[src/rtl/uart_tx_arbiter.sv]
`default_nettype none
// ============================================================================
// Module   : uart_tx_arbiter
// Purpose  : Round-robin arbiter sharing one UART transmitter among NUM_REQ
//            byte producers; launches each byte and tracks busy to completion.
// Revision : 1.0 - initial release
// ============================================================================
module uart_tx_arbiter #(
   parameter int NUM_REQ      = 4,
   parameter int DATA_WIDTH   = 8,
   parameter int BUSY_TIMEOUT = 16
) (
   input  logic                          clk,
   input  logic                          rst,
   input  logic [NUM_REQ-1:0]            req,
   input  logic [NUM_REQ*DATA_WIDTH-1:0] req_data,
   output logic [NUM_REQ-1:0]            ack,
   output logic [NUM_REQ-1:0]            done,
   output logic                          timeout_err,
   output logic                          uart_start,
   output logic [DATA_WIDTH-1:0]         uart_data,
   input  logic                          uart_busy,
   output logic                          active,
   output logic [$clog2(NUM_REQ)-1:0]    grant_idx
);

   localparam int IDX_W = $clog2(NUM_REQ);
   localparam int CNT_W = (BUSY_TIMEOUT > 2) ? $clog2(BUSY_TIMEOUT) : 1;
   localparam logic [NUM_REQ-1:0] ONE_HOT_0 = {{(NUM_REQ-1){1'b0}}, 1'b1};

   typedef enum logic [1:0] {
      IDLE      = 2'd0,
      START     = 2'd1,
      WAIT_BUSY = 2'd2,
      WAIT_DONE = 2'd3
   } state_t;

   state_t             state;
   logic [IDX_W-1:0]   last;
   logic [CNT_W-1:0]   cnt;
   logic               win_valid;
   logic [IDX_W-1:0]   win_idx;

   // Search starts one past the previous owner, so it is always the lowest priority.
   always_comb begin
      win_valid = 1'b0;
      win_idx   = '0;
      for (int k = 1; k <= NUM_REQ; k++) begin
         if (!win_valid && req[(int'(last) + k) % NUM_REQ]) begin
            win_valid = 1'b1;
            win_idx   = IDX_W'((int'(last) + k) % NUM_REQ);
         end
      end
   end

   always_ff @(posedge clk or posedge rst) begin
      if (rst) begin
         state       <= IDLE;
         last        <= IDX_W'(NUM_REQ - 1);
         grant_idx   <= '0;
         uart_data   <= '0;
         cnt         <= '0;
         ack         <= '0;
         done        <= '0;
         timeout_err <= 1'b0;
         uart_start  <= 1'b0;
         active      <= 1'b0;
      end else begin
         ack         <= '0;
         done        <= '0;
         timeout_err <= 1'b0;
         uart_start  <= 1'b0;
         case (state)
            IDLE: begin
               // The cycle carrying a done pulse is a mandatory idle gap before the next grant.
               if (win_valid && ~|done) begin
                  grant_idx  <= win_idx;
                  last       <= win_idx;
                  uart_data  <= req_data[int'(win_idx)*DATA_WIDTH +: DATA_WIDTH];
                  uart_start <= 1'b1;
                  ack        <= ONE_HOT_0 << win_idx;
                  active     <= 1'b1;
                  state      <= START;
               end
            end
            START: begin
               cnt   <= '0;
               state <= WAIT_BUSY;
            end
            WAIT_BUSY: begin
               if (uart_busy) begin
                  state <= WAIT_DONE;
               end else if (cnt == CNT_W'(BUSY_TIMEOUT - 2)) begin
                  timeout_err <= 1'b1;
                  active      <= 1'b0;
                  state       <= IDLE;
               end else begin
                  cnt <= cnt + 1'b1;
               end
            end
            WAIT_DONE: begin
               if (!uart_busy) begin
                  done   <= ONE_HOT_0 << grant_idx;
                  active <= 1'b0;
                  state  <= IDLE;
               end
            end
            default: begin
               active <= 1'b0;
               state  <= IDLE;
            end
         endcase
      end
   end

endmodule
`default_nettype wire

[config.mk]
export PLATFORM = sky130hd
export DESIGN_NAME = uart_tx_arbiter
export DESIGN_NICKNAME = d
export VERILOG_FILES = /design/src/rtl/uart_tx_arbiter.sv
export SDC_FILE = /design/constraint.sdc
export NUM_CORES = 1
export LEC_CHECK = 0
export ABC_AREA = 1
export ABC_CLOCK_PERIOD_IN_PS = 2350
export BUFFER_PORTS_ARGS = -buffer_cell sky130_fd_sc_hd__buf_2
export CAP_MARGIN = 20
export CELL_PAD_IN_SITES_DETAIL_PLACEMENT = 2
export CELL_PAD_IN_SITES_GLOBAL_PLACEMENT = 2
export CORE_MARGIN = 2
export CORE_UTILIZATION = 27
export DETAILED_ROUTE_END_ITERATION = 16
export GPL_TIMING_DRIVEN = 0
export PLACE_DENSITY_LB_ADDON = 0.12
export SETUP_SLACK_MARGIN = 0.1
export SLEW_MARGIN = 10
export SYNTH_ARGS = -nofsm -noshare
export SYNTH_HDL_FRONTEND = slang
export SYNTH_SLANG_ARGS = --single-unit
[constraint.sdc]
create_clock -name clk -period 2.35 [get_ports clk]
set_input_delay 0.235 -clock clk [delete_from_list [all_inputs] [get_ports clk]]
set_output_delay 0.235 -clock clk [all_outputs]
set_load 0.1 [all_outputs]
==> out/summary.txt <==
Yosys Warn Count - 0
Period Utilization, post-route - 88.4%
Via count - 1959
Buffer and inverter count on the worst path - 3
Worst rel slew slack - 48.1%
Final setup viols - 0
Ports - 60
Pin count of the biggest net entering global routing - 20
Crit start category - register
Routed WL - 6190 microns
Storage cell area - 728 sq um
Syn_nets - 302
Synth Area per Inst - 7.22 sq um
Netlist cell types - 29
Final Hold Violating Endpoints - 0
Layout cell share with drive strength beyond 1 - 34.3%
Die outline width - 86.9 microns
Multi-input gate area - 1000 sq um
Highest Signal Layer - met4
Number of global-route vias before repair - 2037
Slew @ Worst Pin - 0.777 ns
Number of H-tree levels - 2
Fin nets - 382
Slowest cell delay on critical path - 0.53 ns
Area Overhead vs Synth - 34.3%
Cts hold-fix bufs - 0
TritonCTS buffer count - 5
Seq cells post-synth - 29
Clock Tree Buf Depth - 2
CP arrival - 2.26 ns
Fillcell total - 809
Post-synth EDFFs - 0
Final ANT Viol Nets - 0
Post-synth top area share - 36.4%
Drt first pass iters - 4
Placeable Area - 6720 sq um
Synth async-reset ratio - 100%
Min-delay worst type - in2async
Fin. max-slew vios - 0
Status - finished, final reports clean
Top cells by area, synth - dfrtp_1 (36%), nand2_1 (24%), nand4_1 (5.7%), ha_1 (4.0%), inv_1 (3.6%)
Initial antenna violation count - 0
Post-DP HPWL - 4720 microns
Crit path capture type - register
Sequential element share of the synthesized area - 39.3%
CTS Sinks - 29
Initial DRC count - 21
CTS tree - built
Final min period - 2.08 ns
Most common cell in the netlist - nand2_1
Clock-pin slew on the worst setup and hold paths - 0.07 ns
RSZ-0062 raised after global routing - yes
Die area - 7550 sq um
Post-Syn Instances - 257
M1 wire length - 2770 microns
Clk_lat worst skew - 0.28 ns
Post-route DRC violation count - 0
Worst path slowest cell - dfstp_2
First-pass GRT wire length - 9940 microns
Antenna Cells - 0
Setup TNS - 0 ns
Met2 Wirelength - 3170 microns
Crit Path Class - reg2reg
WP data required - 2.53 ns
Port Buf Inserts - 58
DR WL met3 - 202 microns
Total track usage - 16.8%
Routed vias/inst - 4.69
Most frequent CP cell - nand2_1
CP Cell Sequence - buf_8, buf_4, nand2_1, nand3_1, nand2_1, nor2_4, nand3_4, buf_4, nand4_1, nand2_1, nand2_1, nand2_1, nand2_1, nand2_1
Initial Utilization - 27.6%
Avg WL per Cell - 14.8 microns
Site row count - 30
Final GP Congestion - 0.747
# Max-Cap Violations - 0
Synth area leader - dfrtp_1
Root buffer cell - clkbuf_8
Crit-path max FO - 10
Synth Flop Type - dfrtp_1
Die height - 86.9 microns
F_max - 481 MHz
Netlist Area Pre-Place - 1850 sq um
Grt total ovfl - 0
Most frequent cells after synthesis - nand2_1 (117), dfrtp_1 (27), inv_1 (18)
Fin Clk Skew - 0.00799 ns
CP delay by family, top - simple AND/OR/NAND/NOR gates
-- metal layers --
| metal | track usage [%] | vias up |
|---|---|---|
| met5 | 0 | - |
| met4 | 4.26 | 0 |
| met3 | 2.46 | 5 |
| met2 | 29.7 | 37 |
| met1 | 21.3 | 927 |
| li1 | - | 990 |
-- layout make-up --
class / count / share of cell area (%)
inverter: 24 / 3.72
clock inverter: 3 / 0.703
tap: 80 / 4.02
sequential: 29 / 29.2
buffer: 8 / 2.81
multi-input combinational: 196 / 40.3
timing repair buffer: 73 / 16.5
clock buffer: 5 / 2.76
-- placed cells by master (no fill, tap or decap) --
master | netlist | layout
clkinv_2 | 0 | 2
nand3_4 | 2 | 3
buf_6 | 3 | 1
xor2_1 | 1 | 1
clkbuf_8 | 0 | 5
nand2_2 | 6 | 10
o22ai_1 | 1 | 1
clkbuf_4 | 0 | 1
clkbuf_1 | 1 | 1
nor4_1 | 5 | 5
nand4_1 | 17 | 17
nand3_1 | 12 | 12
ha_1 | 6 | 6
buf_8 | 0 | 3
a22oi_1 | 1 | 1
nor3_1 | 4 | 4
a21oi_1 | 2 | 2
buf_2 | 4 | 60
o21ai_0 | 6 | 6
buf_4 | 0 | 15
o211ai_1 | 1 | 1
nor2_1 | 7 | 6
inv_1 | 18 | 18
dfstp_2 | 2 | 2
inv_2 | 5 | 5
and3_1 | 1 | 1
inv_4 | 1 | 1
dfrtp_1 | 27 | 27
nor2_2 | 1 | 2
nor2_4 | 3 | 3
clkinvlp_4 | 0 | 1
nand2_1 | 117 | 112
nand2_4 | 1 | 2
nand3b_1 | 1 | 1
-- cell families after synthesis --
family / Yosys count / share of synthesized area, %
simple gates: 178 / 44.8
buf+inv: 32 / 8.10
flops: 29 / 39.3
compound gates: 11 / 3.31
fa+ha+maj: 6 / 4.05
xor+xnor: 1 / 0.472
-- sequential cells by signal, indices dropped and copies added, names as in the netlist --
signal and cells:
last 2, uart_start 1, state 2, uart_data 8, active 1, done 4
ack 4, timeout_err 1, grant_idx 2, cnt 4
-- per-stage QoR --
stage	std cells	hold slack [ns]	setup WS (ns)	area, sq um	utilization, %
5_1_grt	418	0.130	0.0670	2490	37.1
4_1_cts	404	0.109	0.131	2350	34.9
3_5_place_dp	396	0.423	0.143	2260	33.6
6_report	418	0.0802	0.272	2490	37.1
3_3_place_gp	395	0.451	0.205	2240	33.4
2_1_floorplan	257	0.312	0.511	1850	-
-- final timing paths --
| check | start | end | slack (ns) | depth (start not counted) |
|---|---|---|---|---|
| min | rst | ack[1] | 0.08 | 2 |
| max reg2reg | last[0] | uart_data[7] | 0.27 | 14 |
| min reg2reg | uart_data[1] | uart_data[1] | 0.48 | 2 |
| min in group clk | req_data[16] | uart_data[0] | 0.35 | 7 |
| max | last[0] | uart_data[7] | 0.27 | 14 |
| max in group asynchronous | rst | last[0] | 1.63 | 3 |
-- repair_timing --
action	4_1_cts	5_1_grt
buffers inserted	0	14
setup endpoints to repair	0	13
hold endpoints to repair	0	0
gates resized for setup	0	13
Power is left out: the tool's default activity adds up to more than one toggle a clock period on the data nets, which glitch-free logic cannot reach.
